## src/rtl/mux_4_to_1_rr_arbiter.sv

```systemverilog
// Round-robin arbiter that owns the select lines of a shared 4:1 mux.
// Define MUX_ARB_TIMEOUT_EN to force the owner out after MAX_HOLD cycles when others wait.
module mux_4_to_1_rr_arbiter #(
  parameter int unsigned WIDTH    = 1,
  parameter int unsigned MAX_HOLD = 8
) (
  input  logic             clk,
  input  logic             rst,
  input  logic [3:0]       req,
  input  logic [WIDTH-1:0] I0,
  input  logic [WIDTH-1:0] I1,
  input  logic [WIDTH-1:0] I2,
  input  logic [WIDTH-1:0] I3,
  output logic [3:0]       gnt,
  output logic             S1,
  output logic             S0,
  output logic [WIDTH-1:0] Y,
  output logic             Y_valid
);

  if (MAX_HOLD < 2 || MAX_HOLD > 255) begin : g_bad_max_hold
    $error("MAX_HOLD must be in 2..255");
  end

  typedef enum logic {IDLE, BUSY} state_t;

  state_t     state_q, state_d;
  logic [3:0] gnt_d;
  logic [1:0] sel_q, sel_d;
  logic [1:0] last_q, last_d;
  logic       found;
  logic [1:0] pick;
  logic       keep;
  logic       force_rot;

  // Search starts one past the last owner, so the last owner always ranks last.
  always_comb begin
    found = 1'b0;
    pick  = last_q;
    for (int unsigned k = 1; k <= 4; k++) begin
      if (!found && req[last_q + 2'(k)]) begin
        found = 1'b1;
        pick  = last_q + 2'(k);
      end
    end
  end

`ifdef MUX_ARB_TIMEOUT_EN
  localparam logic [7:0] HOLD_MAX = 8'(MAX_HOLD - 1);
  logic [7:0] hold_q;

  assign force_rot = (hold_q == HOLD_MAX) && |(req & ~gnt);

  always_ff @(posedge clk) begin
    if (rst)
      hold_q <= '0;
    else if (keep)
      hold_q <= (hold_q == HOLD_MAX) ? hold_q : hold_q + 8'd1;
    else
      hold_q <= '0;
  end
`else
  assign force_rot = 1'b0;
`endif

  // In BUSY, last_q always names the current owner.
  assign keep = (state_q == BUSY) && req[last_q] && !force_rot;

  always_comb begin
    state_d = state_q;
    gnt_d   = gnt;
    sel_d   = sel_q;
    last_d  = last_q;
    if (!keep) begin
      if (found) begin
        state_d = BUSY;
        gnt_d   = 4'b0001 << pick;
        sel_d   = pick;
        last_d  = pick;
      end else begin
        state_d = IDLE;
        gnt_d   = '0;
      end
    end
  end

  always_ff @(posedge clk) begin
    if (rst) begin
      state_q <= IDLE;
      gnt     <= '0;
      sel_q   <= '0;
      last_q  <= 2'd3;
    end else begin
      state_q <= state_d;
      gnt     <= gnt_d;
      sel_q   <= sel_d;
      last_q  <= last_d;
    end
  end

  assign S1      = sel_q[1];
  assign S0      = sel_q[0];
  assign Y_valid = |gnt;

  always_comb begin
    Y = '0;
    if (Y_valid) begin
      case (sel_q)
        2'd0:    Y = I0;
        2'd1:    Y = I1;
        2'd2:    Y = I2;
        default: Y = I3;
      endcase
    end
  end

endmodule

```

## config.mk

```make
export PLATFORM = sky130hd
export DESIGN_NAME = mux_4_to_1_rr_arbiter
export DESIGN_NICKNAME = d
export VERILOG_FILES = /design/src/rtl/mux_4_to_1_rr_arbiter.sv
export SDC_FILE = /design/constraint.sdc
export NUM_CORES = 1
export LEC_CHECK = 0
export ABC_AREA = 0
export CELL_PAD_IN_SITES_DETAIL_PLACEMENT = 1
export CELL_PAD_IN_SITES_GLOBAL_PLACEMENT = 1
export CORE_MARGIN = 2
export CORE_UTILIZATION = 28
export CTS_CLUSTER_DIAMETER = 40
export DETAILED_ROUTE_END_ITERATION = 6
export MAX_ROUTING_LAYER = met4
export PLACE_DENSITY = 0.82
export SLEW_MARGIN = 20
export SYNTH_ARGS = -nofsm -noshare
export SYNTH_HDL_FRONTEND = slang
export SYNTH_SLANG_ARGS = --single-unit
```

## constraint.sdc

```tcl
create_clock -name clk -period 1.8 [get_ports clk]
set_clock_uncertainty 0.15 [all_clocks]
set_input_delay 0.54 -clock clk [delete_from_list [all_inputs] [get_ports clk]]
set_output_delay 0.54 -clock clk [all_outputs]
set_load 0.01 [all_outputs]
```

==> key figures <==
STA
  – Fin crit period: around 2.1 ns
  – Setup TNS: -0.430 ns
  – Rel. slew slack: 72.4%
  – Fin. Hold Viols: 0
  – Worst Tran Pin Value: 0.410 ns
  – WHS: 0.429 ns
  – Fin worst setup slack: -0.269 ns
  – RSZ-0062 raised after global routing: yes
  – Final Max Slew Viols: 0
  – Final setup fails: 2
  – Tcrit/Tclk final: 115%
  – FMAX: around 480 MHz

Detailed routing
  – Initial DRC count: 3
  – WL per Instance: 16.6 µm
  – Final WL: roughly 1900 µm
  – Post-DRT Antenna Nets: 0
  – TritonRoute pass-1 iters: 4
  – Via count: a little under 600
  – Drt drc: 0
  – Vias per cell: 5.09

Setup path
  – R2r startpoint: last_q[1]$_SDFFE_PP1P_
  – Worst setup path startpoint: gnt[2]$_SDFFE_PP0N_
  – Max FO, Critical Path: 2
  – Req. time, crit path: around 1.1 ns
  – WS Path Type: register to primary output
  – Critical path cell sequence: or4_4, and2_4, buf_6
  – Crit path capture type: primary output
  – CP bufs+invs: 1
  – Top delay family on crit path: simple AND/OR/NAND/NOR gates
  – CP arrival: around 1.4 ns
  – Startpoint types: register
  – Reg2Reg Depth: 4
  – Stages on worst setup path: 3
  – Slowest CP cell: or4_4
  – Crit path largest cell delay: between 0.5 and 0.6 ns

Clocking
  – CTS Hold Bufs: 0
  – H-tree Lvls: 1
  – Root Buffer: clkbuf_4
  – CTS clk-pin slew, worst paths: 0.06 ns
  – Skew-Pair Late Insertion Delay: around 0.26 ns
  – CTS tree: yes
  – CTS buffer count: 3
  – Clock Sinks: 9
  – CTS max path bufs: 2

Pwr
  – P per Cell Area: a little under 900 nW/µm²
  – Maximum VDD drop: 0.000426 V
  – Leak Pwr: ~0.40 nW

Global route
  – Via count of the first global-routing pass: between 600 and 700
  – Largest net degree at the start of global routing: 8
  – Gr usage total: about a fifth
  – Wire length of the first global-routing pass: around 2800 µm
  – Antenna violations before repair: 0
  – Total gr overflow: 0

Synth
  – Distinct cell type count after synthesis: 28
  – Number of enable flip-flop cells after synthesis: 0
  – Top post-synthesis cells by area: dfxtp_1 34%, nor2b_1 4.8%, nor3_1 4.8%, mux2i_4 4.3%, mux4_2 4.3%
  – Yosys Warn Count: 0
  – Mapped Avg Cell Area: 9.58 µm²
  – Syn nets: 65
  – Synth cell count leaders: 9 x dfxtp_1, 5 x nor3_1, 4 x nor2b_1
  – Share of the synthesized area in the top cell type: about a third
  – Most common cell in the synthesized netlist: dfxtp_1
  – Register area share after synthesis: around a third
  – Post-synth top area cell: dfxtp_1
  – Ys async rst share: 0%
  – Mapped Cells: 55
  – Main synth FF type: dfxtp_1
  – Synthesized cell area: approximately 530 µm²
  – Synth Register Bits: 9

Worst hold path
  – Hold depth: 2
  – Hold path start: gnt[2]$_SDFFE_PP0N_
  – HP Class: register to register

Floorplanning
  – Core outline area: roughly 1700 µm²
  – I/O pin count: 18
  – Die Area: around 2200 µm²
  – Die X: 47.4 µm
  – Starting Density: 30.2%
  – Row cnt: 15
  – Die Ht: approximately 47 µm

Cells and area
  – Diode count: 0
  – Share of cells above drive strength 1: 60.4%
  – Area Overhead vs Synth: 79.6%
  – Final-stage net count: ~100

Placement
  – PortBufs: 17
  – Placer Congestion: roughly 0.75

Outcome
  – Failing checks: setup timing
  – Status: finished, violations left

Job
  – Max_cap viols: 0
==> where the power goes <==
group	switching, mW	internal (mW)	total (mW)
registers	0.0322	0.234	0.266
clock network	0.0734	0.0855	0.159
logic	0.188	0.230	0.418
total	0.294	0.550	0.844
==> stage by stage <==
| step | utilization [%] | setup WS (ns) | std cells | total power [mW] | cell area, µm² |
|---|---|---|---|---|---|
| after floorplan | - | -0.0206 | 55 | 0.445 | 544 |
| after global placement | 48.3 | -0.883 | 110 | 0.607 | 843 |
| after detailed placement | 48.3 | -0.917 | 110 | 0.623 | 843 |
| after CTS | 51.5 | -0.275 | 115 | 0.810 | 898 |
| after global routing | 54.2 | -0.311 | 116 | 0.897 | 946 |
| final | 54.2 | -0.269 | 116 | 0.844 | 946 |
==> layout make-up <==
cell class	instances	area [µm²]
Clock buffer	4	26.3
Fill cell	195	800
Inverter	3	11.3
Multi-Input combinational cell	41	433
Sequential cell	9	189
Tap cell	25	31.3
Timing Repair Buffer	34	255
==> cell families (layout without fill, tap and decap cells) <==
kind of cell    Yosys count  in the layout  share of synthesized area, %
compound gates           12             12                          19.5
buf+inv                   5             41                          4.99
flops                     9              9                          34.2
mux                       3              3                          11.2
simple gates             26             26                          30.2
==> path summary, 6_finish.rpt <==
path | slack [ns] | end
max | -0.27 | Y
min | 0.43 | gnt[2]$_SDFFE_PP0N_
max reg2reg | 0.07 | gnt[3]$_SDFFE_PP0N_
min reg2reg | 0.43 | gnt[2]$_SDFFE_PP0N_
==> placed cells by master, fill, tap and decap left out, drive strengths merged <==
cell type	n
a211o	1
a21oi	3
a22o	1
and2	1
and2b	1
and3b	1
buf	26
clkbuf	4
clkdlybuf4s15	1
clkdlybuf4s50	1
dfxtp	9
dlygate4sd2	6
inv	3
mux2i	2
mux4	1
nand2	3
nand2b	3
nor2	1
nor2b	4
nor3	5
nor3b	1
nor4	2
o21bai	2
o221ai	1
o22ai	1
o32ai	3
or3	2
or4	2
==> tightest hold or removal path, delay by kind of cell, from the launching register on <==
kind / cells / cell delay, ns
DFF: 1 / 0.33
AOI/OAI and AO/OA: 1 / 0.11
buffers and inverters: 1 / 0.11
==> sequential cells by signal (all words and copies together), names as in the netlist <==
name	cells
gnt	4
state_q	1
sel_q	2
last_q	2
==> routing by layer <==
metal | part of all wire (%) | track usage [%]
met1 | 40 | 20.4
met2 | 55 | 33.0
met3 | 3.5 | 6.92
met4 | 0.62 | 5.00
met5 | 0 | -
==> repair_timing <==
| action | 4_1_cts | 5_1_grt |
|---|---|---|
| pin swaps | 6 | 2 |
| endpoints found under the setup margin | 16 | 8 |
| buffers inserted | 1 | 1 |
| gates resized for setup | 54 | 11 |
Note: power is estimated with default switching activity, not from simulation.
